===== config.mk =====
export PLATFORM = sky130hd
export DESIGN_NAME = fetch_queue_controller
export DESIGN_NICKNAME = d
export VERILOG_FILES = /design/src/rtl/fetch_pkg.sv /design/src/rtl/fetch_queue.sv /design/src/rtl/fetch_queue_controller.sv
export SDC_FILE = /design/constraint.sdc
export NUM_CORES = 1
export LEC_CHECK = 0
export ABC_AREA = 1
export BUFFER_PORTS_ARGS = -buffer_cell sky130_fd_sc_hd__buf_4
export CAP_MARGIN = 20
export CORE_MARGIN = 2
export CORE_UTILIZATION = 54
export CTS_BUF_LIST = sky130_fd_sc_hd__clkbuf_4
export DETAILED_ROUTE_END_ITERATION = 10
export PLACE_DENSITY = 0.77
export SLEW_MARGIN = 20
export SYNTH_ARGS = -nofsm -noshare
export SYNTH_HDL_FRONTEND = slang
export SYNTH_SLANG_ARGS = --single-unit

===== constraint.sdc =====
create_clock -name clk -period 6.2 [get_ports clk]
set_clock_uncertainty 0.1 [all_clocks]
set_input_delay 0.62 -clock clk [delete_from_list [all_inputs] [get_ports clk]]
set_output_delay 0.62 -clock clk [all_outputs]
set_load 0.05 [all_outputs]

===== src/rtl/fetch_pkg.sv =====
// Shared definitions for the instruction-fetch sequencer: state encoding,
// word size, default queue depth and a saturating-increment helper.
package fetch_pkg;

    typedef enum logic {
        RUN,
        END
    } fetch_state_t;

    localparam int unsigned WORD_BYTES    = 4;
    localparam int unsigned DEFAULT_DEPTH = 4;

    function automatic logic [31:0] sat_inc(input logic [31:0] value, input logic en);
        return (en && value != '1) ? value + 32'd1 : value;
    endfunction

endpackage


===== src/rtl/fetch_queue.sv =====
// Prefetch circular buffer; each entry holds {inst, pc_plus4}.
// clear empties the queue without touching stored data; rst also zeroes it.
module fetch_queue
    import fetch_pkg::*;
#(
    parameter int unsigned DEPTH = DEFAULT_DEPTH,
    parameter int unsigned WIDTH = 64
) (
    input  logic                   clk,
    input  logic                   rst,
    input  logic                   push,
    input  logic                   pop,
    input  logic                   clear,
    input  logic [WIDTH-1:0]       wdata,
    output logic [WIDTH-1:0]       rdata,
    output logic [$clog2(DEPTH):0] count
);

    localparam int unsigned AW = $clog2(DEPTH);
    localparam int unsigned CW = AW + 1;

    logic [WIDTH-1:0] mem [DEPTH];
    logic [AW-1:0]    wr_ptr;
    logic [AW-1:0]    rd_ptr;

    always_ff @(posedge clk) begin
        if (rst) begin
            for (int unsigned i = 0; i < DEPTH; i++) begin
                mem[i] <= '0;
            end
            wr_ptr <= '0;
            rd_ptr <= '0;
            count  <= '0;
        end else if (clear) begin
            wr_ptr <= '0;
            rd_ptr <= '0;
            count  <= '0;
        end else begin
            if (push) begin
                mem[wr_ptr] <= wdata;
                wr_ptr      <= wr_ptr + AW'(1);
            end
            if (pop) begin
                rd_ptr <= rd_ptr + AW'(1);
            end
            // Simultaneous push and pop leaves the occupancy unchanged.
            case ({push, pop})
                2'b10:   count <= count + CW'(1);
                2'b01:   count <= count - CW'(1);
                default: count <= count;
            endcase
        end
    end

    assign rdata = mem[rd_ptr];

endmodule


===== src/rtl/fetch_queue_controller.sv =====
// Fetch sequencer: owns the PC, fills the prefetch queue, redirects on branches.
// Define FETCH_STATS_EN to add saturating fetch/stall/flush counters.
module fetch_queue_controller
    import fetch_pkg::*;
#(
    parameter int unsigned DEPTH     = DEFAULT_DEPTH,
    parameter int unsigned MEM_WORDS = 32
) (
    input  logic        clk,
    input  logic        rst,
    output logic [31:0] imem_addr,
    input  logic [31:0] imem_inst,
    output logic        out_valid,
    output logic [31:0] out_inst,
    output logic [31:0] out_pc,
    input  logic        in_ready,
    input  logic        branch_taken,
    input  logic [31:0] branch_addr,
    output logic        done
`ifdef FETCH_STATS_EN
    ,
    output logic [31:0] fetch_count,
    output logic [31:0] stall_count,
    output logic [31:0] flush_count
`endif
);

    localparam int unsigned   CW        = $clog2(DEPTH) + 1;
    localparam logic [CW-1:0] FULL      = CW'(DEPTH);
    localparam logic [31:0]   END_ADDR  = 32'(MEM_WORDS * WORD_BYTES);
    localparam logic [31:0]   LAST_ADDR = END_ADDR - 32'(WORD_BYTES);

    fetch_state_t  state;
    fetch_state_t  state_next;
    logic [31:0]   pc;
    logic [31:0]   pc_next;
    logic [31:0]   pc_plus4;
    logic [31:0]   target;
    logic [CW-1:0] count;
    logic [63:0]   rdata;
    logic          push;
    logic          pop;

    assign pc_plus4  = pc + 32'(WORD_BYTES);
    assign target    = branch_addr & ~32'd3;
    assign imem_addr = pc;
    assign out_valid = (count != '0);
    assign out_inst  = rdata[63:32];
    assign out_pc    = rdata[31:0];
    assign done      = (state == END) && (count == '0);

    always_ff @(posedge clk) begin
        if (rst) begin
            state <= RUN;
            pc    <= '0;
        end else begin
            state <= state_next;
            pc    <= pc_next;
        end
    end

    // A redirect flushes the queue, so the head in that cycle is dropped, not popped.
    always_comb begin
        state_next = state;
        pc_next    = pc;
        push       = 1'b0;
        pop        = out_valid && in_ready && !branch_taken;
        if (branch_taken) begin
            pc_next    = target;
            state_next = (target < END_ADDR) ? RUN : END;
        end else if (state == RUN && (count < FULL || pop)) begin
            push    = 1'b1;
            pc_next = pc_plus4;
            if (pc == LAST_ADDR) begin
                state_next = END;
            end
        end
    end

    fetch_queue #(
        .DEPTH (DEPTH),
        .WIDTH (64)
    ) u_queue (
        .clk   (clk),
        .rst   (rst),
        .push  (push),
        .pop   (pop),
        .clear (branch_taken),
        .wdata ({imem_inst, pc_plus4}),
        .rdata (rdata),
        .count (count)
    );

`ifdef FETCH_STATS_EN
    always_ff @(posedge clk) begin
        if (rst) begin
            fetch_count <= '0;
            stall_count <= '0;
            flush_count <= '0;
        end else begin
            fetch_count <= sat_inc(fetch_count, push);
            stall_count <= sat_inc(stall_count, out_valid && !in_ready);
            flush_count <= sat_inc(flush_count, branch_taken);
        end
    end
`endif

endmodule

==> summary.md, run 1 <==
| Metric | Value |
|---|---|
| Setup crit start kind | `register` |
| Post-synth top area share | `56.5%` |
| Cell taking the most area after synthesis | `edfxtp_1` |
| Clk slew on worst S/H paths | `0.06 ns` |
| Clock Path Buffers | `3` |
| Number of synthesized flops with an enable pin | `248` |
| Max-cap violations | `0` |
| Final #Nets | `1676` |
| Async SR Flop Fraction | `0%` |
| CTS tree | `built` |
| Hold_ws | `0.120 ns` |
| Hold Buf Count CTS | `0` |
| Clk Latency, worst-skew pair | `0.68 ns` |
| Hpwl dp | `19.4 mm` |
| First-pass GRT wire length | `52.4 mm` |
| Die width | `160 um` |
| Final worst slack | `2.18 ns` |
| H-tree depth | `3` |
| FF-to-FF path depth | `5` |
| Slew Viols, Final | `0` |
| Most instantiated library cell after synthesis | `nor2_1` |
| Total global routing overflow | `0` |
| Largest family of logic cells by synthesized area | `simple AND/OR/NAND/NOR gates` |
| Placeable Area | `0.0241 mm2` |
| Share of cells above drive strength 1 | `18.9%` |
| Kind of critical path | `register to output port` |
| Remaining DRCs | `0` |
| Final worst path period share | `64.8%` |
| Final core occ | `64.4%` |
| Core Rows | `57` |
| Overall routing resource usage | `26.0%` |
| Yosys warnings | `0` |
| Fmax | `249 MHz` |
| Die area | `0.0257 mm2` |
| Hold path cells | `2` |
| Post-CTS Resized | `0` |
| Simple-Gate Fraction of Synth Area | `20.2%` |
| Critical Path RT | `5.48 ns` |
| I/O pins | `166` |
| CP arrival | `3.30 ns` |
| Syn avg cell area | `9.19 um2` |
| Crit. End Element | `output port` |
| Maximum VDD drop | `0.000133 V` |
| Vias per std cell | `5.39` |
| Layout fillers | `2028` |
| Pre-antenna DRT Iters | `7` |
| Number of port buffers | `159` |
| Worst reg2reg path startpoint | `u_queue.count[2]` |
| Final hold violation count | `0` |
| Status | `finished, final reports clean` |
| Setup TNS Final | `0 ns` |
| 1st-iter DRT viols | `1069` |
| Cell count after synthesis | `1434` |
| R2R Path End | `u_queue.mem[1][47]` |
| Distinct cell type count after synthesis | `32` |
| Normalized max-slew margin | `33.8%` |
| Leak | `6.67 nW` |
| Adder-cell share of the synthesized area | `0.342%` |
| Final ANT Viol Nets | `0` |
| GP Congestion | `0.947` |
| Post-synthesis xor/xnor area fraction | `0.731%` |
| R2r setup slk | `3.03 ns` |
| Hold_sp | `rst` |
| Initial antenna violation count | `1` |
| Sequential cell area | `0.00825 mm2` |
| WL/cell | `16.8 um` |
| Place WS | `2.30 ns` |
| Flops & latches, synth | `288` |
| Seq/Total Area, Yosys | `62.6%` |
| Commonest cells in the netlist | `nor2_1 (391), edfxtp_1 (248), nand2_1 (238), o21ai_0 (159), inv_1 (131)` |
| Initial Util | `54.7%` |
| Worst Tran Pin Value | `0.994 ns` |
| Synthesized area | `0.0132 mm2` |
| Num CTS Buffers | `75` |
| RSZ-0062 raised after global routing | `no` |
| Routed WL | `33.2 mm` |
| Area occupied by multi-input gates | `0.00412 mm2` |
| CP max FO | `63` |
| Clock sinks | `288` |
| Ys flop type | `edfxtp_1` |
| Largest net degree at the start of global routing | `91` |
| Cells taking the most area after synthesis | `edfxtp_1 (57%), nor2_1 (11%), nand2_1 (6.8%), dfxtp_1 (6.1%), o21ai_0 (6.0%)` |
| Worst min path class | `primary input to register` |
| Synth Area in Compound Gates | `9.59%` |
| Final Critical Period | `4.02 ns` |
| Area Growth Syn to Fin | `17.7%` |
| Via count | `10700` |
| Setup repair bufs after CTS | `0` |
| Hold endpoint | `imem_addr[6]` |
| Die Y | `160 um` |
| Root Driver | `clkbuf_4` |
| Vias in the first global route | `10400` |
| Power per cell area | `281 mW/mm2` |
| Proportion of synthesized area in mux cells | `0%` |
| Final setup violating endpoints | `0` |
[layout make-up]
| class | count | area share, % |
|---|---|---|
| timing repair buffer | 169 | 8.18 |
| multi-input combinational | 934 | 26.6 |
| clock buffer | 113 | 5.47 |
| inverter | 137 | 3.33 |
| sequential | 288 | 53.2 |
| clock inverter | 16 | 0.613 |
| tap | 324 | 2.61 |
| antenna | 1 | 0.0161 |
[worst max-delay path: stages, from the launching register on]
cell      delay [ns]
dfxtp_2         0.32
buf_4           0.55
clkinv_2        0.96
o21ai_0         0.32
o22ai_1         0.19
buf_4           0.23
[flip-flops by register name (all words and copies together) (netlist names), named ones only]
register / flops
u_queue.mem: 248
imem_addr: 30
u_queue.rd_ptr: 2
state: 1
u_queue.wr_ptr: 2
u_queue.count: 3
[logic make-up (layout without fill, tap and decap cells)]
| kind of cell | after synthesis | after routing |
|---|---|---|
| AO/OA/AOI/OAI | 235 | 235 |
| other | 1 | 5 |
| AND/OR/NAND/NOR | 681 | 681 |
| XOR/XNOR | 11 | 11 |
| buffers and inverters | 215 | 435 |
| flip-flops | 288 | 288 |
| adder cells (fa/ha/maj) | 3 | 3 |
[how the worst max path moves through the flow]
| stage | to | startpoint | depth (start not counted) |
|---|---|---|---|
| 2_1_floorplan | u_queue.mem[3][10] | branch_taken | 7 |
| 3_3_place_gp | u_queue.mem[1][40] | branch_taken | 6 |
| 3_5_place_dp | u_queue.mem[1][38] | branch_taken | 6 |
| 4_1_cts | out_pc[31] | register | 5 |
| 5_1_grt | out_pc[31] | register | 5 |
| 6_report | out_pc[31] | register | 5 |
[power breakdown]
group / leakage (nW) / switching, mW / internal [mW]
sequential: 2.90 / 0.0441 / 2.19
clock: 0.562 / 0.750 / 0.871
combinational: 3.20 / 0.360 / 0.133
total: 6.67 / 1.15 / 3.20
[metrics by stage]
step                      instance area [um2]  total power [mW]  cells
after floorplan                         13200              2.59   1437
after global placement                  14600              2.76   1852
after detailed placement                14600              2.77   1852
after CTS                               15500              4.38   1981
after global routing                    15500              4.52   1982
final                                   15500              4.35   1982
[layer usage]
layer  vias to the layer above  wire length (um)  global-route usage, %
met4                         0               781                   10.4
met3                        53              2850                   4.83
met5                         -                 0                      0
met2                       480             16200                   43.4
li1                       5133                 -                      -
met1                      5010             13400                   33.9
[cell usage in the layout (no fill, tap or decap), types with 7 or more instances in the layout]
cell type / n
inv_2: 7
nand3_1: 30
o22ai_1: 63
edfxtp_1: 248
buf_4: 169
nand2_1: 234
a21oi_1: 7
dfxtp_1: 38
o21ai_0: 159
nor2_1: 391
inv_1: 129
xor2_1: 11
clkbuf_4: 113
clkinv_1: 11
Power figures use the tool's default switching activity.
==> inputs of run 2 (changes only) <==
ABC_AREA = 0   (was 1)
CORE_UTILIZATION = 55   (was 54)
PLACE_DENSITY = 0.78   (was 0.77)
clock period = 3.25 ns   (was 6.2 ns; I/O delays follow)
==> summary.md, run 2 <==
| Metric | Value |
|---|---|
| Setup repair bufs after CTS | `0` |
| Die width | `161 um` |
| Max reg flops | `248` |
| Share of cells above drive strength 1 | `29.5%` |
| Cells taking the most area after synthesis | `edfxtp_1 (55%), mux4_2 (10%), dfxtp_1 (5.9%), nor2_1 (3.3%), and2_1 (3.1%)` |
| Number of synthesized flops with an enable pin | `248` |
| Crit. End Element | `register` |
| Vias in the first global route | `10300` |
| Root Driver | `clkbuf_4` |
| Hold_sp | `branch_addr[31]` |
| Psw | `2.22 mW` |
| Syn avg cell area | `12.7 um2` |
| WL/cell | `20.8 um` |
| GP Congestion | `0.957` |
| Overall routing resource usage | `27.5%` |
| Pre-antenna DRT Iters | `5` |
| 1st-iter DRT viols | `845` |
| CP max FO | `18` |
| Final setup violating endpoints | `0` |
| Num CTS Buffers | `73` |
| Most common cell after layout, fill and taps aside | `edfxtp_1` |
| CP Launch Point | `imem_addr[7]` |
| CP arrival | `3.55 ns` |
| Final std cells w/o fill | `1693` |
| Power per cell area | `505 mW/mm2` |
| Leak | `6.27 nW` |
| Clk slew on worst S/H paths | `0.07 ns` |
| CTS tree | `built` |
| Setup crit start kind | `register` |
| Yosys warnings | `0` |
| Clk pwr share | `36.0%` |
| Initial antenna violation count | `1` |
| Most frequent cells in the layout | `edfxtp_1 (248), buf_4 (190), nor2_1 (118)` |
| Status | `finished, final reports clean` |
| Kind of critical path | `register to register` |
| Crit-path max cell delay | `0.95 ns` |
| Most instantiated library cell after synthesis | `edfxtp_1` |
| Clock Path Buffers | `3` |
| Placed cells | `1499` |
| Largest net degree at the start of global routing | `63` |
| Sw Share | `26.3%` |
| Final #Nets | `1384` |
| Post-synth top area share | `54.9%` |
| Max-cap violations | `0` |
| RSZ-0062 raised after global routing | `no` |
| Clk Latency, worst-skew pair | `0.65 ns` |
| Vias per std cell | `5.92` |
| Hpwl dp | `21.2 mm` |
| Final Critical Period | `3.12 ns` |
| Initial Util | `56.0%` |
| Slew Viols, Final | `0` |
| Setup TNS Final | `0 ns` |
| H-tree depth | `3` |
| Placeable Area | `0.0242 mm2` |
| Remaining DRCs | `0` |
| Number of port buffers | `159` |
| Cell taking the most area after synthesis | `edfxtp_1` |
| Pint | `6.24 mW` |
| Async SR Flop Fraction | `0%` |
| Area Growth Syn to Fin | `23.4%` |
| Normalized max-slew margin | `49.6%` |
| Critical Path RT | `3.68 ns` |
| Reg power frac | `50.9%` |
| Distinct cell type count after synthesis | `65` |
| Cell count after synthesis | `1067` |
| Total global routing overflow | `0` |
| Die area | `0.0259 mm2` |
| Worst reg2reg path startpoint | `imem_addr[7]` |
| I/O pins | `166` |
| Final ANT Viol Nets | `0` |
| Post-CTS Resized | `0` |
| Clock sinks | `288` |
| Hold Buf Count CTS | `63` |
| Crit-path cells | `nand3_2 -> or4_1 -> nor4_1 -> a2111oi_0 -> dlygate4sd3_1` |
| First-pass GRT wire length | `55.4 mm` |
| Final hold violation count | `0` |
| Die Y | `161 um` |
| Comb power frac | `13.1%` |
| Fmax | `320 MHz` |
| Commonest cells in the netlist | `edfxtp_1 (248), nor2_1 (119), and2_1 (67), nand2_1 (67), clkbuf_1 (65)` |
| Top reg by flops | `u_queue.mem` |
| Synthesized area | `0.0136 mm2` |
| Slowest-stage cell, CP | `or4_1` |
| Total power | `8.46 mW` |
| Flops & latches, synth | `288` |
| Worst min path class | `primary input to register` |
| Final worst path period share | `96.0%` |
| Via count | `10000` |
| Core Rows | `57` |
| Worst Tran Pin Value | `0.750 ns` |
| Seq/Total Area, Yosys | `60.8%` |
| Routed WL | `35.2 mm` |
| Ys flop type | `edfxtp_1` |
| Maximum VDD drop | `0.000247 V` |
-- run 2: changes by cell type in the layout (fill, tap and decap cells not counted), moves of 19 or more --
cell and change:
inv_1 -82, mux4_2 +62, or3_1 +19, a21oi_1 +53
nand2_1 -167, and2_1 +67, nor2_1 -273, dlygate4sd3_1 +63
nor4_1 +24, buf_4 +21, o21ai_0 -150, o22ai_1 -60
-- run 2: routing by layer --
metal  global-route usage (%)  routed length (um)  up-vias
li1                         -                   -     4517
met1                     35.9               13400     4848
met2                     46.4               17500      592
met3                     5.91                3620       61
met4                     8.73                 643        0
met5                        0                   0        -
-- run 2: logic make-up (layout without fill, tap and decap cells) --
family	Yosys count	after routing	synth area share (%)
AO/OA/AOI/OAI	145	145	7.01
XOR/XNOR	19	19	1.23
adder cells (fa/ha/maj)	3	3	0.332
buffers and inverters	139	435	4.18
flip-flops	288	288	60.8
multiplexers	73	73	11.1
other	1	7	0.0276
AND/OR/NAND/NOR	399	399	15.4
-- run 2: critical path, delay by kind of cell (launching register included) --
kind | cells | cell delay (ns)
compound gates | 1 | 0.11
buf+inv | 1 | 0.60
flops | 1 | 0.51
simple gates | 3 | 1.67
-- run 2: path summary, 6_finish.rpt --
path                                 endpoint  slack (ns)  depth (start not counted)
worst max register to register  imem_addr[18]        0.13                          5
worst min-delay path                    state        0.04                          4
worst max-delay path            imem_addr[18]        0.13                          5
worst min register to register       register        0.41                          2
-- run 2: layout make-up --
| class | instances | area, um2 |
|---|---|---|
| Inverter | 48 | 180 |
| Sequential cell | 288 | 8250 |
| Antenna cell | 3 | 7.51 |
| Clock buffer | 112 | 841 |
| Timing Repair Buffer | 259 | 2180 |
| Multi-Input combinational cell | 643 | 4790 |
| Tap cell | 324 | 405 |
| Fill cell | 1733 | 7500 |
| Clock inverter | 16 | 88.8 |
-- run 2: power groups by stage --
stage                     registers, mW  clock network (mW)  logic (mW)
after global routing               4.32                3.29        1.17
final                              4.30                3.05        1.11
after CTS                          4.30                3.10        1.10
after detailed placement           4.38                   0        1.04
after floorplan                    4.42                   0       0.596
after global placement             4.36                   0        1.03
-- run 2: metrics by stage --
stage | cell area, um2 | utilization, % | worst slack (ns) | hold WS [ns]
4_1_cts | 16700 | 69.0 | 0.279 | 0.00116
6_report | 16700 | 69.1 | 0.130 | 0.0404
5_1_grt | 16700 | 69.1 | 0.0678 | 0.0254
3_3_place_gp | 15200 | 62.6 | 0.632 | 0.392
3_5_place_dp | 15200 | 62.6 | 0.603 | 0.403
2_1_floorplan | 13600 | - | 0.442 | 0.358
